[src/rtl/pipe_stall_ctrl_pkg.sv]
// Shared definitions for the pipeline stall/flush sequencer: FSM state encoding,
// the NOP word that a flushed IF/ID register holds, and the control-bundle presets.
package pipe_stall_ctrl_pkg;

  typedef enum logic [1:0] {
    S_RUN      = 2'b00,
    S_LU_STALL = 2'b01,
    S_MEM_WAIT = 2'b10,
    S_ERR      = 2'b11
  } state_e;

  // sll $0,$0,0 -- what IF/ID is cleared to when ifid_flush is raised.
  localparam logic [31:0] NOP_INSTR = 32'h0000_0000;

  typedef struct packed {
    logic pc_wr;
    logic ifid_wr;
    logic ifid_flush;
    logic idex_bubble;
    logic exmem_hold;
  } ctrl_t;

  localparam ctrl_t CTRL_RUN = '{pc_wr: 1'b1, ifid_wr: 1'b1, ifid_flush: 1'b0,
                                 idex_bubble: 1'b0, exmem_hold: 1'b0};
  localparam ctrl_t CTRL_FREEZE = '{pc_wr: 1'b0, ifid_wr: 1'b0, ifid_flush: 1'b0,
                                    idex_bubble: 1'b0, exmem_hold: 1'b1};
  localparam ctrl_t CTRL_BUBBLE = '{pc_wr: 1'b0, ifid_wr: 1'b0, ifid_flush: 1'b0,
                                    idex_bubble: 1'b1, exmem_hold: 1'b0};
  localparam ctrl_t CTRL_FLUSH = '{pc_wr: 1'b1, ifid_wr: 1'b1, ifid_flush: 1'b1,
                                   idex_bubble: 1'b1, exmem_hold: 1'b0};

  // Register $0 is hard-wired, so a load targeting it never creates a dependency.
  function automatic logic reg_dep(input logic [4:0] dst, input logic [4:0] src);
    return (dst != 5'd0) && (dst == src);
  endfunction

endpackage

[src/rtl/pipe_stall_ctrl_load_use.sv]
// Combinational load-use hazard detector: a load in EX whose destination is
// read by the instruction currently in ID.
module load_use_detect
  import pipe_stall_ctrl_pkg::*;
(
  input  logic [4:0] ifid_rs_i,
  input  logic [4:0] ifid_rt_i,
  input  logic       ifid_uses_rt_i,
  input  logic [4:0] idex_rt_i,
  input  logic       idex_mem_read_i,
  output logic       lu_o
);

  logic rs_dep;
  logic rt_dep;

  assign rs_dep = reg_dep(idex_rt_i, ifid_rs_i);
  assign rt_dep = ifid_uses_rt_i & reg_dep(idex_rt_i, ifid_rt_i);
  assign lu_o   = idex_mem_read_i & (rs_dep | rt_dep);

endmodule

[src/rtl/pipe_stall_ctrl.sv]
// Central stall/flush sequencer for the 5-stage pipeline: one prioritised FSM
// (miss > taken branch > load-use) with a saturating stall-cycle counter.
module pipe_stall_ctrl
  import pipe_stall_ctrl_pkg::*;
#(
  parameter int LU_CYCLES = 1,
  parameter int WAIT_MAX  = 16,
  parameter int CNT_W     = 16
) (
  input  logic             clk,
  input  logic             rst,
  input  logic [4:0]       ifid_rs,
  input  logic [4:0]       ifid_rt,
  input  logic             ifid_uses_rt,
  input  logic [4:0]       idex_rt,
  input  logic             idex_mem_read,
  input  logic             exmem_br_take,
  input  logic             dmem_req,
  input  logic             dmem_ready,
  output logic             pc_wr,
  output logic             ifid_wr,
  output logic             ifid_flush,
  output logic             idex_bubble,
  output logic             exmem_hold,
  output logic             err,
  output logic [CNT_W-1:0] stall_cnt
);

  localparam int              WC_W      = $clog2(WAIT_MAX);
  localparam logic [1:0]      LU_LAST   = 2'(LU_CYCLES - 1);
  localparam logic [WC_W-1:0] WAIT_LAST = WC_W'(WAIT_MAX - 1);

  state_e           state_q, state_d;
  logic [1:0]       lu_cnt_q, lu_cnt_d;
  logic [WC_W-1:0]  wait_cnt_q, wait_cnt_d;
  logic [CNT_W-1:0] stall_cnt_q;
  ctrl_t            ctrl;
  logic             err_c;
  logic             lu;
  logic             miss;

  load_use_detect u_load_use_detect (
    .ifid_rs_i      (ifid_rs),
    .ifid_rt_i      (ifid_rt),
    .ifid_uses_rt_i (ifid_uses_rt),
    .idex_rt_i      (idex_rt),
    .idex_mem_read_i(idex_mem_read),
    .lu_o           (lu)
  );

  assign miss = dmem_req & ~dmem_ready;

  always_comb begin
    // NOTE: every signal driven here gets a default first, so no path can infer a latch.
    state_d    = state_q;
    lu_cnt_d   = lu_cnt_q;
    wait_cnt_d = wait_cnt_q;
    ctrl       = CTRL_RUN;
    err_c      = 1'b0;

    unique case (state_q)
      S_RUN: begin
        if (miss) begin
          ctrl       = CTRL_FREEZE;
          state_d    = S_MEM_WAIT;
          wait_cnt_d = WC_W'(1);
        end else if (exmem_br_take) begin
          ctrl = CTRL_FLUSH;
        end else if (lu) begin
          ctrl = CTRL_BUBBLE;
          if (LU_CYCLES > 1) begin
            state_d  = S_LU_STALL;
            lu_cnt_d = 2'd1;
          end
        end
      end

      S_LU_STALL: begin
        // Remaining bubbles are abandoned on a miss or flush; RUN re-checks lu afterwards.
        if (miss) begin
          ctrl       = CTRL_FREEZE;
          state_d    = S_MEM_WAIT;
          wait_cnt_d = WC_W'(1);
          lu_cnt_d   = 2'd0;
        end else if (exmem_br_take) begin
          ctrl     = CTRL_FLUSH;
          state_d  = S_RUN;
          lu_cnt_d = 2'd0;
        end else begin
          ctrl = CTRL_BUBBLE;
          if (lu_cnt_q == LU_LAST) begin
            state_d  = S_RUN;
            lu_cnt_d = 2'd0;
          end else begin
            lu_cnt_d = lu_cnt_q + 2'd1;
          end
        end
      end

      S_MEM_WAIT: begin
        if (!dmem_ready) begin
          ctrl = CTRL_FREEZE;
          if (wait_cnt_q == WAIT_LAST) begin
            state_d = S_ERR;
          end else begin
            wait_cnt_d = wait_cnt_q + WC_W'(1);
          end
        end else begin
          // Hold drops in the completing cycle, so the front end proceeds as in RUN.
          state_d    = S_RUN;
          wait_cnt_d = '0;
          if (exmem_br_take) begin
            ctrl = CTRL_FLUSH;
          end else if (lu) begin
            ctrl = CTRL_BUBBLE;
          end
        end
      end

      S_ERR: begin
        ctrl  = CTRL_FREEZE;
        err_c = 1'b1;
      end
    endcase

    // Reset overrides the decode immediately, independent of the hazard inputs.
    if (rst) begin
      ctrl  = CTRL_RUN;
      err_c = 1'b0;
    end
  end

  // NOTE: only control registers exist here, so all of them are async-reset and
  // sequential state is written with non-blocking assignments.
  always_ff @(posedge clk or posedge rst) begin
    if (rst) begin
      state_q     <= S_RUN;
      lu_cnt_q    <= '0;
      wait_cnt_q  <= '0;
      stall_cnt_q <= '0;
    end else begin
      state_q    <= state_d;
      lu_cnt_q   <= lu_cnt_d;
      wait_cnt_q <= wait_cnt_d;
      if (!ctrl.pc_wr && (stall_cnt_q != '1)) begin
        stall_cnt_q <= stall_cnt_q + CNT_W'(1);
      end
    end
  end

  assign pc_wr       = ctrl.pc_wr;
  assign ifid_wr     = ctrl.ifid_wr;
  assign ifid_flush  = ctrl.ifid_flush;
  assign idex_bubble = ctrl.idex_bubble;
  assign exmem_hold  = ctrl.exmem_hold;
  assign err         = err_c;
  assign stall_cnt   = stall_cnt_q;

endmodule

[config.mk]
export PLATFORM = sky130hd
export DESIGN_NAME = pipe_stall_ctrl
export DESIGN_NICKNAME = d
export VERILOG_FILES = /design/src/rtl/pipe_stall_ctrl_pkg.sv /design/src/rtl/pipe_stall_ctrl_load_use.sv /design/src/rtl/pipe_stall_ctrl.sv
export SDC_FILE = /design/constraint.sdc
export NUM_CORES = 1
export LEC_CHECK = 0
export ABC_AREA = 1
export CAP_MARGIN = 20
export CORE_MARGIN = 10
export CORE_UTILIZATION = 35
export CTS_CLUSTER_SIZE = 12
export DETAILED_ROUTE_END_ITERATION = 10
export PLACE_DENSITY_LB_ADDON = 0.25
export SLEW_MARGIN = 0
export SYNTH_ARGS = -nofsm -noshare
export SYNTH_HDL_FRONTEND = slang
export SYNTH_SLANG_ARGS = --single-unit
export TNS_END_PERCENT = 30
[constraint.sdc]
create_clock -name clk -period 7.51 [get_ports clk]
set_input_delay 2.253 -clock clk [delete_from_list [all_inputs] [get_ports clk]]
set_output_delay 2.253 -clock clk [all_outputs]
set_load 0.02 [all_outputs]
== After elaboration in Yosys (flattened, before gate mapping) ==
Cells that the tools add are included.

* Register bits: 24
* Input bits: 22
* Output and inout port bits: 22
* Logic and storage cells: 60

* $add $sub $neg: 3
* Eq/ne operators: 12
* Multiplexer cells: 24
* Bitwise logic cells: 5
* Reductions and logical operators: 12

{| class="wikitable"
|+ Operators with widths
! cell !! count
|-
| 5-bit two-way mux || 7
|-
| 5-bit one-hot mux with 4 select lines || 1
|-
| 2-bit two-way mux || 9
|-
| 16-bit by 1-bit adder with 16-bit output (second input constant) || 1
|-
| 16-bit inequality test (second input constant) || 1
|-
| 4-bit two-way mux || 3
|-
| 5-bit == test || 2
|-
| 4-bit one-hot mux with 2 select lines || 1
|-
| 3-bit inequality test (second input constant) || 2
|-
| 2-bit one-hot mux with 3 select lines || 1
|-
| 5-bit nonzero test || 1
|-
| 4-bit by 1-bit adder with 4-bit output (second input constant) || 1
|-
| 2-bit == test (second input constant) || 2
|-
| 4-bit == test (second input constant) || 1
|-
| 2-bit zero test || 2
|-
| 4-bit inequality test (second input constant) || 1
|-
| 4-bit AND reduction || 1
|-
| 1-bit AND || 3
|-
| 1-bit logical AND || 3
|-
| 3-bit AND reduction || 1
|-
| 3-bit nonzero test || 1
|-
| 2-bit by 1-bit adder with 2-bit output (second input constant) || 1
|-
| 2-bit by 1-bit == test with 1-bit output (second input constant) || 1
|-
| 1-bit two-way mux || 2
|-
| 7 further kinds || 7
|}

== Depth between registers and ports, before layout ==
Gate-level depths: netlist of run 1.

* Word-level depth: 12
* Gate-level depth with buffers: 12
* Gate-level depth less buffers: 11

== By module ==
A second synthesis of run 1 with hierarchy kept.

* Cells, all modules: 288
* Area total of the unflattened synthesis: 1921.8 sq um

{| class="wikitable"
|+ By module, submodules not included
! module !! times used !! cells an instance !! area each (sq um) !! seq. area each (sq um)
|-
| pipe_stall_ctrl || 1 || 236 || 1711.6 || 600.6
|-
| load_use_detect || 1 || 52 || 210.2 || 0.0
|}

== Least setup slack after synthesis of run 1 ==
No wires, ideal clock.

* Kind: input-to-output
* From: input rst
* To: output pc_wr
* Arrival time: 3.657 ns
* Required time: 5.257 ns
* Setup slack: 1.600 ns
* Stages on the path: 6
* Path buffers: 2
* Cell sequence: inv_1 > o2111ai_1 > nand2_2 > buf_2 > inv_2 > buf_4

* Word-level cells in the longest chain between the ends: 1

{| class="wikitable"
|+ RTL lines
! what !! line !! source
|-
| start, declared || pipe_stall_ctrl.sv:11 || <nowiki>input logic rst,</nowiki>
|-
| 5-bit two-way mux || pipe_stall_ctrl.sv:127 || <nowiki>if (rst) begin</nowiki>
|-
| end, declared || pipe_stall_ctrl.sv:20 || <nowiki>output logic pc_wr,</nowiki>
|}

No other way between the ends.

== Worst setup path after layout of run 1 ==
* From: input dmem_ready
* To: output pc_wr

* Word-level cells in the longest chain between the ends: 5
* Elaborated cells between the ends (all ways): 7
* Those cells by class: 5 x mux; 2 x bitwise

{| class="wikitable"
|+ RTL lines
! what !! line !! source
|-
| start, declared || pipe_stall_ctrl.sv:19 || <nowiki>input logic dmem_ready,</nowiki>
|-
| 1-bit inverter || pipe_stall_ctrl.sv:51 || <nowiki>assign miss = dmem_req & ~dmem_ready;</nowiki>
|-
| 1-bit AND || pipe_stall_ctrl.sv:51 ||
|-
| 5-bit two-way mux (on tied branches) || pipe_stall_ctrl.sv:80, pipe_stall_ctrl.sv:63 ||
|-
| 5-bit one-hot mux with 4 select lines * || pipe_stall_ctrl.sv:61 || <nowiki>unique case (state_q)</nowiki>
|-
| 5-bit two-way mux * || pipe_stall_ctrl.sv:127 ||
|}

Every way passes the cells marked *; elsewhere a longest branch is shown, timed or not.

==> results.json, run 1 <==
{
  "synth_area_leaders": "dfrtp_1 (33%), nand2_1 (18%), nand3_1 (10%), inv_1 (7.3%), ha_1 (6.2%)",
  "fmax_mhz": 157,
  "wire_per_inst_um": 11.5,
  "dp_hpwl_mm": 3.49,
  "grt_pass1_wl_mm": 7.80,
  "yosys_register_bits": 24,
  "vias": 1767,
  "synth_flop_cell": "dfrtp_1",
  "grt_start_max_net_pins": 26,
  "path_class": "input pin to output port",
  "final_nets": 346,
  "min_path_cells": 2,
  "fp.dieW_um": 91.8,
  "crit_chain": "clkdlybuf4s50_1 -> inv_2 -> nand2_1 -> nand2_1 -> inv_2 -> nand3_1 -> o2111ai_1 -> nand2_2 -> inv_2 -> clkdlybuf4s50_1",
  "internal-power_mw": 0.301,
  "p_leak_nw": 1.13,
  "dr_wl_met2_mm": 2.07,
  "syn2layout_area_growth_pct": 30.2,
  "reg2reg_depth": 11,
  "start_kind": "input pin",
  "period_needed_ps": 6390,
  "crit_path_max_fanout": 4,
  "fillers": 526,
  "p_clk_share_pct": 14.3,
  "cts-resized-gates": 0,
  "rsz0062_at_grt": "false",
  "wl_mm": 4.42,
  "tns_ps": 0,
  "cts_buffers": 3,
  "initial_utilization_pct": 35.8,
  "antennaDiodeCount": 0,
  "track_usage_pct": 10.8,
  "cp.arrival_ps": 4140,
  "peakVddDrop_v": 0.000128,
  "p_seq_share_pct": 35.7,
  "finClkSkew_ps": 1.92,
  "synth_edf_count": 0,
  "switching_share_pct": 43.0,
  "tightest_slew_ps": 469,
  "cpPeakStageDelay_ps": 600,
  "cts_htree_levels": 1,
  "fin_crit_sh_pct": 85.1,
  "gp_congestion": 0.857,
  "clkSinkCount": 24,
  "hold_violations": 0,
  "yosys_warnings": 0,
  "holdBufCountCts": 0,
  "insertion_delay_ps": 260,
  "drv_slew": 0,
  "combPwrFrac_pct": 49.9,
  "synth_top_cell_by_area": "dfrtp_1",
  "final_util_pct": 46.7,
  "drc": 0,
  "ant_nets": 0,
  "io_pins": 44,
  "synth.net_count": 300,
  "grt_pass1_vias": 1740,
  "cp.required_ps": 5260,
  "layout_commonest_cell": "nand2_1",
  "antenna_found_initial": 0,
  "top_layer_used": "met4",
  "initialDrtViolationCount": 103,
  "clockRootBuffer": "clkbuf_8",
  "max_slew_margin_pct": 68.2,
  "layout-drive-gt1-share_pct": 5.75,
  "final_cell_mix": "nand2_1 (86), clkdlybuf4s50_1 (43), nand3_1 (36), inv_1 (35), dfrtp_1 (24)",
  "syn-cell-area_um2": 1810,
  "synth_async_sr_flop_share_pct": 100,
  "syn-instance-count": 269,
  "drv_cap": 0,
  "holdWs_ps": 507,
  "clk_path_buf_depth": 2,
  "row_count": 26,
  "portBuffers": 43,
  "r2r_slack_ps": 5460,
  "synth_cell_types": 25,
  "clkTransAtPathRegs_ps": 80,
  "p_per_area_nw_per_um2": 225,
  "worstHoldPathType": "flop to flop",
  "p_sw_mw": 0.227,
  "wl_met1_mm": 2.09,
  "vias_per_cell": 4.61,
  "netlist.area_leader.share_pct": 33.2,
  "cp_common_cell": "inv_2",
  "setup_viol": 0,
  "met3_length_um": 217,
  "die_area_um2": 8440,
  "status": "complete, no violations",
  "overflow": 0,
  "post_cts_buffers": 0,
  "fp.dieH_um": 91.8,
  "critPathSlowestCell": "clkdlybuf4s50_1",
  "cp-end-kind": "output port",
  "core_um2": 5040,
  "cts_tree": "built",
  "dr.pass1.iters": 4,
  "seq_area_frac_synth_pct": 33.2,
  "syn_area_per_cell_um2": 6.72
}
==> kinds of logic after synthesis <==
| kind of cell | after synthesis | share of synthesized area [%] |
|---|---|---|
| and+or+nand+nor | 162 | 39.0 |
| buffers and inverters | 45 | 10.1 |
| DFF | 24 | 33.2 |
| AOI/OAI and AO/OA | 15 | 4.64 |
| xor gates and xnor gates | 14 | 6.79 |
| adders and majority gates | 9 | 6.23 |
==> cell usage after synthesis (2+ instances only) <==
master   instances
nand3_1         36
inv_2            6
nor2_1          23
nand2_1         86
nand2_2          3
buf_2            2
nand4_1          3
a21oi_1          6
ha_1             9
xor2_1           7
nor3_1           6
o21ai_0          5
inv_1           35
xnor2_1          7
nor3_2           2
dfrtp_1         24
==> power groups by stage <==
stage,clock network (mW),logic [mW],registers (mW)
2_1_floorplan,0,0.169,0.196
3_3_place_gp,0,0.262,0.190
3_5_place_dp,0,0.266,0.191
4_1_cts,0.0801,0.268,0.189
5_1_grt,0.0841,0.305,0.194
6_report,0.0757,0.264,0.189
==> area by class of cell <==
class                      instances  area, um2  area share, %
clock buffer                       3       41.3           1.76
tap                               70       87.6           3.72
timing repair buffer              45        445           18.9
inverter                          41        154           6.54
sequential                        24        601           25.5
multi-input combinational        200       1020           43.5
==> registers in the layout (all words and copies together), names as in the netlist <==
register / count
wait_cnt_q: 4
lu_cnt_q: 2
stall_cnt: 16
state_q: 2
==> critical path, delay by kind of cell <==
kind                   cells  cell delay, ps
buffers and inverters      5            1360
AND/OR/NAND/NOR            4             430
AO/OA/AOI/OAI              1             100
==> path summary, 6_finish.rpt <==
| path | start | to |
|---|---|---|
| max | dmem_ready | pc_wr |
| min | wait_cnt_q[1] | wait_cnt_q[1] |
| max reg2reg | state_q[1] | stall_cnt[15] |
| min reg2reg | wait_cnt_q[1] | wait_cnt_q[1] |
| max in group asynchronous | rst | wait_cnt_q[0] |
| min in group asynchronous | rst | lu_cnt_q[0] |
==> metal layers <==
| layer | global-route usage (%) | vias up |
|---|---|---|
| met4 | 2.83 | 0 |
| met3 | 2.44 | 6 |
| li1 | - | 929 |
| met5 | 0 | - |
| met1 | 13.5 | 798 |
| met2 | 18.2 | 34 |
==> metrics by stage <==
| step | cells | instance area [um2] | power [mW] | setup WS [ps] |
|---|---|---|---|---|
| floorplan | 269 | 1810 | 0.365 | 1600 |
| global placement | 380 | 2310 | 0.453 | 1110 |
| detailed placement | 380 | 2310 | 0.457 | 1110 |
| CTS | 383 | 2350 | 0.537 | 1100 |
| global route | 383 | 2350 | 0.583 | 961 |
| finish | 383 | 2350 | 0.528 | 1120 |
Note: power is estimated with default switching activity, not from simulation.
==> run 2: changes to the inputs <==
--- a/config.mk
+++ b/config.mk
@@ -11,7 +11,9 @@
 export CORE_UTILIZATION = 35
 export CTS_CLUSTER_SIZE = 12
 export DETAILED_ROUTE_END_ITERATION = 10
+export MAX_ROUTING_LAYER = met4
 export PLACE_DENSITY_LB_ADDON = 0.25
+export SETUP_SLACK_MARGIN = 0.3
 export SLEW_MARGIN = 0
 export SYNTH_ARGS = -nofsm -noshare
 export SYNTH_HDL_FRONTEND = slang
==> results.json, run 2 (synthesis gave the netlist of run 1 again) <==
{
  "crit_path_max_fanout": 4,
  "holdBufCountCts": 0,
  "wire_per_inst_um": 11.5,
  "die_area_um2": 8440,
  "finClkSkew_ps": 1.89,
  "fillers": 526,
  "drv_cap": 0,
  "critPathSlowestCell": "clkdlybuf4s50_1",
  "drc": 0,
  "initialDrtViolationCount": 103,
  "clk_path_buf_depth": 2,
  "setup_viol": 0,
  "grt_start_max_net_pins": 26,
  "grt_pass1_vias": 1740,
  "rsz0062_at_grt": "false",
  "path_class": "input pin to output port",
  "combPwrFrac_pct": 49.9,
  "crit_chain": "clkdlybuf4s50_1 -> inv_2 -> nand2_1 -> nand2_1 -> inv_2 -> nand3_1 -> o2111ai_1 -> nand2_2 -> inv_2 -> clkdlybuf4s50_1",
  "tightest_slew_ps": 469,
  "p_per_area_nw_per_um2": 225,
  "cts_buffers": 3,
  "p_sw_mw": 0.227,
  "cp.required_ps": 5260,
  "final_nets": 346,
  "fp.dieH_um": 91.8,
  "dp_hpwl_mm": 3.49,
  "p_clk_share_pct": 14.3,
  "drv_slew": 0,
  "dr.pass1.iters": 4,
  "worstHoldPathType": "flop to flop",
  "fp.dieW_um": 91.8,
  "layout_commonest_cell": "nand2_1",
  "largest_reg_flops": 16,
  "period_needed_ps": 6390,
  "overflow": 0,
  "switching_share_pct": 43.0,
  "fmax_mhz": 157,
  "clkTransAtPathRegs_ps": 80,
  "core_um2": 5040,
  "clkSinkCount": 24,
  "gp_congestion": 0.870,
  "peakVddDrop_v": 0.000127,
  "antenna_found_initial": 0,
  "ant_nets": 0,
  "insertion_delay_ps": 260,
  "dpl.cell_count": 380,
  "cpPeakStageDelay_ps": 600,
  "cp-end-kind": "output port",
  "stdcell_count": 383,
  "p_leak_nw": 1.13,
  "clockRootBuffer": "clkbuf_8",
  "r2r_slack_ps": 5460,
  "vias": 1760,
  "status": "complete, no violations",
  "post_cts_buffers": 0,
  "tns_ps": 0,
  "internal-power_mw": 0.301,
  "track_usage_pct": 11.1,
  "io_pins": 44,
  "wl_mm": 4.42,
  "final_cell_mix": "nand2_1 (86), clkdlybuf4s50_1 (43), nand3_1 (36), inv_1 (35), dfrtp_1 (24)",
  "fin_crit_sh_pct": 85.1,
  "path_delay_family": "buffers and inverters",
  "initial_utilization_pct": 35.8,
  "max_slew_margin_pct": 68.2,
  "cp_common_cell": "inv_2",
  "critPathBufInv": 5,
  "portBuffers": 43,
  "row_count": 26,
  "final_util_pct": 46.7,
  "vias_per_cell": 4.60,
  "start_kind": "input pin",
  "hold_violations": 0,
  "p_seq_share_pct": 35.8,
  "layout-drive-gt1-share_pct": 5.75,
  "antennaDiodeCount": 0,
  "syn2layout_area_growth_pct": 30.2,
  "cts_tree": "built",
  "cts-resized-gates": 0,
  "cts_htree_levels": 1,
  "cp.arrival_ps": 4140,
  "grt_pass1_wl_mm": 7.80
}
## run 2: cell counts in the layout (fill, tap and decap cells not counted)
Identical to the previous run, type by type.
## run 2: worst paths after layout
check	startpoint	end	depth (start not counted)
max in group asynchronous	rst	wait_cnt_q[0]	3
min in group asynchronous	rst	lu_cnt_q[0]	3
hold / removal	wait_cnt_q[1]	wait_cnt_q[1]	2
setup / recovery	dmem_ready	pc_wr	10
setup reg to reg	state_q[1]	stall_cnt[15]	11
hold reg to reg	wait_cnt_q[1]	wait_cnt_q[1]	2
## run 2: final cells by class
| type | instances | area (um2) | area share (%) |
|---|---|---|---|
| Clock buffer | 3 | 41.3 | 1.76 |
| Inverter | 41 | 154 | 6.54 |
| Multi-Input combinational cell | 200 | 1020 | 43.5 |
| Sequential cell | 24 | 601 | 25.5 |
| Tap cell | 70 | 87.6 | 3.72 |
| Timing Repair Buffer | 45 | 445 | 18.9 |
## run 2: layer usage
metal	up-vias	part of all wire, %	global-route usage, %
li1	929	-	-
met1	795	49	14.0
met2	30	47	18.2
met3	6	2.8	1.55
met4	0	0.86	2.83
met5	-	0	-
## run 2: metrics by stage
stage	total power [mW]	hold slack [ps]	cell area, um2	setup slack, ps
CTS	0.537	515	2350	1100
floorplan	0.365	468	1810	1600
global route	0.582	556	2350	961
finish	0.528	507	2350	1120
global placement	0.453	489	2310	1110
detailed placement	0.457	494	2310	1110
## run 2: worst min-delay path: stages, from the launching register on
cell and delay (ps):
dfrtp_1 370, nand2_1 60, nand2_1 50
## run 2: power groups by stage
| stage | Combinational, mW | Clock [mW] | Sequential, mW |
|---|---|---|---|
| 4_1_cts | 0.268 | 0.0801 | 0.189 |
| 6_report | 0.264 | 0.0757 | 0.189 |
| 3_5_place_dp | 0.266 | 0 | 0.191 |
| 3_3_place_gp | 0.262 | 0 | 0.190 |
| 2_1_floorplan | 0.169 | 0 | 0.196 |
| 5_1_grt | 0.305 | 0.0841 | 0.194 |
